==> config.mk <==
export PLATFORM = sky130hd
export DESIGN_NAME = conv_encoder
export DESIGN_NICKNAME = d
export VERILOG_FILES = /design/src/rtl/conv_encoder.sv
export SDC_FILE = /design/constraint.sdc
export NUM_CORES = 1
export LEC_CHECK = 0
export ABC_AREA = 1
export CORE_MARGIN = 8
export CORE_UTILIZATION = 45
export CTS_BUF_LIST = sky130_fd_sc_hd__clkbuf_4 sky130_fd_sc_hd__clkbuf_8
export DETAILED_ROUTE_END_ITERATION = 12
export PLACE_DENSITY = 0.8
export REMOVE_ABC_BUFFERS = 1
export SYNTH_ARGS = -nofsm -noshare
export SYNTH_HDL_FRONTEND = slang
export SYNTH_SLANG_ARGS = --single-unit
==> constraint.sdc <==
create_clock -name clk -period 1.7 [get_ports clk]
set_clock_uncertainty 0.1 [all_clocks]
set_input_delay 0.17 -clock clk [delete_from_list [all_inputs] [get_ports clk]]
set_output_delay 0.17 -clock clk [all_outputs]
set_load 0.02 [all_outputs]
==> src/rtl/conv_encoder.sv <==
// conv_encoder: rate-1/2, constraint-length-3 convolutional encoder.
// Consumes one data bit per valid/ready beat and produces one coded pair
// {p1, p0} per bit through a single-entry output register. With TAIL_EN set,
// two zero tail bits are appended after the last data bit so every frame ends
// in state 0; otherwise the shift register is cleared directly at frame end.
module conv_encoder #(
  parameter logic [2:0] G0      = 3'b111,
  parameter logic [2:0] G1      = 3'b101,
  parameter bit         TAIL_EN = 1'b1
) (
  input  logic        clk,
  input  logic        rst,
  input  logic        in_valid,
  output logic        in_ready,
  input  logic        in_bit,
  input  logic        in_last,
  output logic        out_valid,
  input  logic        out_ready,
  output logic [1:0]  out_pair,
  output logic        out_last,
  output logic [15:0] frames_done
);

  // Frame sequencing states
  localparam logic [1:0] ST_DATA  = 2'd0;
  localparam logic [1:0] ST_TAIL1 = 2'd1;
  localparam logic [1:0] ST_TAIL2 = 2'd2;

  // Even-parity reduction of a 3-bit tap vector
  function automatic logic parity3(input logic [2:0] v);
    return ^v;
  endfunction

  // Coded pair {p1, p0} for data bit d with shift-register contents s1/s2
  function automatic logic [1:0] encode_pair(input logic d, input logic s1, input logic s2);
    logic [2:0] taps;
    taps = {d, s1, s2};
    return {parity3(taps & G1), parity3(taps & G0)};
  endfunction

  logic [1:0]  state_r;
  logic [1:0]  state_nxt_s;
  logic        s1_r;
  logic        s2_r;
  logic [1:0]  out_pair_r;
  logic        out_last_r;
  logic        out_valid_r;
  logic [15:0] frames_done_r;

  logic        out_free_s;
  logic        in_ready_s;
  logic        load_s;
  logic        load_bit_s;
  logic        load_last_s;
  logic        clear_state_s;
  logic        drain_s;

  // Output register can take a new pair when empty or draining this cycle
  always_comb begin
    out_free_s = (!out_valid_r) || out_ready;
    drain_s    = out_valid_r && out_ready;
    if ((!rst) && (state_r == ST_DATA) && out_free_s) begin
      in_ready_s = 1'b1;
    end else begin
      in_ready_s = 1'b0;
    end
  end

  // Decide what (if anything) is encoded into the output register this cycle
  always_comb begin
    load_s        = 1'b0;
    load_bit_s    = 1'b0;
    load_last_s   = 1'b0;
    clear_state_s = 1'b0;
    state_nxt_s   = state_r;
    case (state_r)
      ST_DATA: begin
        if (in_valid && in_ready_s) begin
          load_s     = 1'b1;
          load_bit_s = in_bit;
          if (in_last && (TAIL_EN == 1'b1)) begin
            // Tail bits flush the shift register; keep it shifting normally
            state_nxt_s = ST_TAIL1;
          end else if (in_last) begin
            // No tail: this is the closing pair, reset state for next frame
            load_last_s   = 1'b1;
            clear_state_s = 1'b1;
            state_nxt_s   = ST_DATA;
          end else begin
            state_nxt_s = ST_DATA;
          end
        end else begin
          state_nxt_s = ST_DATA;
        end
      end
      ST_TAIL1: begin
        if (out_free_s) begin
          load_s      = 1'b1;
          load_bit_s  = 1'b0;
          state_nxt_s = ST_TAIL2;
        end else begin
          state_nxt_s = ST_TAIL1;
        end
      end
      ST_TAIL2: begin
        if (out_free_s) begin
          load_s        = 1'b1;
          load_bit_s    = 1'b0;
          load_last_s   = 1'b1;
          clear_state_s = 1'b1;
          state_nxt_s   = ST_DATA;
        end else begin
          state_nxt_s = ST_TAIL2;
        end
      end
      default: begin
        state_nxt_s = ST_DATA;
      end
    endcase
  end

  // Frame sequencing state register
  always_ff @(posedge clk) begin
    if (rst) begin
      state_r <= ST_DATA;
    end else begin
      state_r <= state_nxt_s;
    end
  end

  // Encoder shift register: s1 = previous bit, s2 = bit before that
  always_ff @(posedge clk) begin
    if (rst) begin
      s1_r <= 1'b0;
      s2_r <= 1'b0;
    end else if (load_s && clear_state_s) begin
      s1_r <= 1'b0;
      s2_r <= 1'b0;
    end else if (load_s) begin
      s2_r <= s1_r;
      s1_r <= load_bit_s;
    end else begin
      s1_r <= s1_r;
      s2_r <= s2_r;
    end
  end

  // Single-entry output register: reload on drain, hold while stalled
  always_ff @(posedge clk) begin
    if (rst) begin
      out_valid_r <= 1'b0;
      out_pair_r  <= 2'b00;
      out_last_r  <= 1'b0;
    end else if (load_s) begin
      out_valid_r <= 1'b1;
      out_pair_r  <= encode_pair(load_bit_s, s1_r, s2_r);
      out_last_r  <= load_last_s;
    end else if (drain_s) begin
      out_valid_r <= 1'b0;
    end else begin
      out_valid_r <= out_valid_r;
    end
  end

  // Count frames whose closing pair was taken downstream (wraps at 16 bits)
  always_ff @(posedge clk) begin
    if (rst) begin
      frames_done_r <= 16'd0;
    end else if (drain_s && out_last_r) begin
      frames_done_r <= frames_done_r + 16'd1;
    end else begin
      frames_done_r <= frames_done_r;
    end
  end

  assign in_ready    = in_ready_s;
  assign out_valid   = out_valid_r;
  assign out_pair    = out_pair_r;
  assign out_last    = out_last_r;
  assign frames_done = frames_done_r;

endmodule
Word-level counts from Yosys, hierarchy flattened
Index checks and enable logic that the tools add are counted.

operators by class
  $add $sub $neg = 1
  equality and inequality tests = 2
  multiplexer cells = 14
  reductions and logical operators = 15

operators with widths
  operator                                              number
  adder 16 x 1 -> 16 bit (second input constant)        1
  two-way mux 1 bit                                     9
  logical AND 1 bit                                     6
  two-way mux 2 bit                                     3
  one-hot mux 2 bit (3 select lines)                    1
  parity 3 bit                                          2
  OR reduction 2 bit                                    2
  equality test 2 x 1 -> 1 bit (second input constant)  1
  equality test 2 bit (second input constant)           1
  zero test 1 bit                                       2
  zero test 2 bit                                       1
  one-hot mux 1 bit (2 select lines)                    1
  nonzero test 2 bit                                    1
  logical OR 1 bit                                      1

storage, ports and cells
  register bits = 24
  output and inout port bits = 21
  logic and storage cells = 39

Logic depth before layout (Yosys ltp)
  depth in word-level cells = 9
  gate-level depth with buffers = 10

Worst setup path before layout
No wires, ideal clock.

  path type = reg-to-reg
  start point = register frames_done_r[1] (netlist: frames_done[1])
  end point = register frames_done_r[10] (netlist: frames_done[10])
  arrival = 1.161 ns
  setup slack = 0.323 ns
  cell stages (with the launch flop) = 7
  path buffers = 0
  period minus slack after synthesis = 1.377 ns
  cells stage by stage = dfxtp_1 ha_1 inv_1 nor2_4 nand3_1 o21ai_0 nor2_1

on the way
  word-level cells in the longest chain between the ends = 1

ends and longest elaborated chain
  item                    line  RTL
  start, declared         48    logic [15:0] frames_done_r;
  start signal, assigned  170   frames_done_r <= frames_done_r + 16'd1;
  start signal, assigned  172   frames_done_r <= frames_done_r;
  adder 16 x 1 -> 16 bit  170

No other way between the ends.
A chain may end at the register's enable or synchronous reset.

Worst setup path after layout
  start point = register frames_done_r[8] (netlist: frames_done[8])
  end point = output frames_done[8]

RTL lines
  item           line  RTL
  end, declared  21    output logic [15:0] frames_done

No word-level cell between the ends.

==> flow_summary_export.csv <==
group,metric,value,unit
outcome,outcome,"completed",
routing,dr.first_iter.drc_count,77,
setup_path,cp-end-kind,"output port",
floorplanning,core_area,2730,um2
synthesis,yosysTopAreaCellShare,37.7,%
cts,cts.htree.levels,1,
timing,worstMarginPinSlew,0.256,ns
timing,setup_viol,0,
grt,grt_overflow_total,0,
synthesis,synth_top_cells_by_count,"nand2_1 (45), inv_1 (33), nor2_1 (26)",
finish,final_util,61.0,%
placement,io_buffers,26,
floorplanning,io_pins,27,
floorplanning,die_w,69.2,um
timing,fin_crit,1.65,ns
synthesis,synth_warnings,0,
power_and_ir_drop,p_sw_share,24.2,%
setup_path,critPathRequiredTime,1.43,ns
setup_path,cp-start-kind,"flip-flop",
cts,cts.sinks,24,
routing,firstDrtPassIters,4,
synthesis,synth_area_leaders,"dfxtp_1 (38%), nand2_1 (13%), inv_1 (9.7%)",
synthesis,synth_edf_count,0,
placement,placed_area,1610,um2
setup_path,critical_path_class,"flip-flop to output port",
setup_path,cp_data_arrival_time,1.38,ns
setup_path,cp_cell_sequence,"clkdlybuf4s50_1",
cts,cts_buffers,3,
setup_path,rr_worst_depth,10,
power_and_ir_drop,power.leakage,0.756,nW
synthesis,seq_area_frac_synth,37.7,%
synthesis,async_flop_share,0,%
finish,n_antenna_cell,0,
placement,place_congestion,0.808,
timing,relSlewSlack,82.9,%
setup_path,worstReg2RegStart,"state_r[0]",
routing,wire_per_inst,10.6,um
synthesis,synthCells,190,
floorplanning,die_y,69.2,um
setup_path,worst-path-buf-inv,1,
floorplanning,initial_core_util,46.6,%
setup_path,r2r_end,"out_pair[0]",
power_and_ir_drop,pwr-share-clk,36.0,%
routing,drt-total-wl,2.71,mm
synthesis,yosys.cell_count.top_type,"nand2_1",
setup_path,path_delay_family,"buffers and inverters",
synthesis,synthDistinctLibCells,19,
routing,num_vias,1259,
cts,cts_tree,"built",
power_and_ir_drop,vdd_drop_max,0.530,mV
grt,grt_pass1_vias,1177,
timing,fmax,605,MHz
synthesis,yosysTopAreaCell,"dfxtp_1",
timing,hold_violations,0,
power_and_ir_drop,p_sw,0.283,mW
finish,final_cell_area,1670,um2
min_path,hp-start,"in_last",
setup_path,slowest_stage,"clkdlybuf4s50_1",
synthesis,syn_area,1270,um2
min_path,hold_path_depth,3,
finish,area_growth,30.8,%
setup_path,rrSetupSlack,0.27,ns
timing,finalCritPeriodShare,97.2,%
cts,clkLatencyLatePin,0.32,ns
run,cap_viol_max_count,0,
timing,drv_slew,0,
setup_path,cpPeakStageDelay,0.63,ns
setup_path,cp_max_fo,5,
grt,grt_pass1_wl,4.95,mm
cts,path_clk_slew,0.14,ns
synthesis,synth_seq_cells,24,
placement,dp_hpwl,2.08,mm
routing,vias_per_cell,4.92,
timing,rsz0062_at_grt,"no",
power_and_ir_drop,p_seq_share,50.4,%
min_path,hold_class,"primary input to flip-flop",
floorplanning,rows,19,
synthesis,ys.flop_type,"dfxtp_1",
cts,root_buffer,"clkbuf_4",
finish,drive_gt1_share,9.33,%
power_and_ir_drop,p_per_area,701,nW/um2
cts,postCtsSetupBuffers,0,
grt,grtUsageTotal,11.5,%
min_path,hold_path_end,"state_r[0]",
cts,cts_buffer_depth,2,
routing,ant_nets,0,
power_and_ir_drop,internal_power,0.887,mW
floorplanning,die_area,4790,um2
synthesis,avgSynthCellArea,6.71,um2
power_and_ir_drop,combinationalPowerShare,13.7,%
grt,antenna_found_initial,0,
finish,fin_nets,237,
routing,drc,0,
grt,grt_max_degree,22,
-- timing repair --
action                                  in CTS  in global routing
endpoints found under the setup margin       2                  6
resized for setup                            4                  6
pin swaps                                    0                  0
hold buffers                                 0                  0
-- worst max-delay path by stage --
stage | start | end | slack, ns | depth (start not counted)
2_1_floorplan | frames_done[1] | frames_done[10] | 0.32 | 6
3_3_place_gp | rst | in_ready | -0.06 | 5
3_5_place_dp | rst | in_ready | -0.05 | 5
4_1_cts | frames_done[2] | frames_done[2] | 0.0005 | 1
5_1_grt | frames_done[8] | frames_done[8] | 0.001 | 1
6_report | frames_done[8] | frames_done[8] | 0.05 | 1
-- flip-flops by register name, summed over array words and instances (netlist names) --
signal       flops
s1_r             1
frames_done     16
out_valid        1
out_pair         2
out_last         1
state_r          2
s2_r             1
-- final cells by class --
class	count	area (um2)
clock buffers	3	22.5
clock inverters	1	30.0
fillers	251	1070
inverters	34	128
multi-input cells	130	649
flip-flops and latches	24	480
well taps	31	38.8
repair buffers	33	319
-- cell families (layout without fill, tap and decap cells) --
family	Yosys count	in the layout	synth area share, %
and+or+nand+nor	99	99	35.6
buffers and inverters	36	71	11.4
AOI/OAI and AO/OA	26	26	10.4
DFF	24	24	37.7
adders and majority gates	5	5	4.91
-- power by group through the flow --
stage          sequential, mW  clock, mW  combinational (mW)
4_1_cts                 0.589      0.425               0.163
5_1_grt                 0.592      0.445               0.178
2_1_floorplan           0.616          0              0.0744
3_3_place_gp            0.602          0               0.162
3_5_place_dp            0.602          0               0.163
6_report                0.589      0.421               0.160
-- layout by cell type, fill, tap and decap left out, drive strengths merged, types with 3 or more instances in the layout --
| cell type | instances |
|---|---|
| inv | 33 |
| nand3 | 9 |
| nor2 | 31 |
| dfxtp | 24 |
| buf | 8 |
| o21ai | 11 |
| nand2 | 48 |
| ha | 5 |
| nand4 | 10 |
| clkdlybuf4s50 | 19 |
| clkbuf | 3 |
| dlymetal6s2s | 5 |
| a21oi | 14 |
-- routing by layer --
layer | GRT usage [%] | wire length (um)
met4 | 3.42 | 34
met5 | 0 | 0
met3 | 3.58 | 145
met2 | 19.3 | 1280
met1 | 13.7 | 1250
-- through the flow --
step                hold slack, ns  TNS, ns  total power, mW  worst slack, ns  instances
floorplan                    0.139        0            0.691            0.323        188
global placement             0.361  -0.0638            0.764          -0.0638        252
detailed placement           0.370  -0.0525            0.765          -0.0525        252
CTS                          0.313        0             1.18         0.000538        256
global route                 0.341        0             1.22          0.00113        256
finish                       0.305        0             1.17           0.0470        256
(Power assumes the default switching activity.)
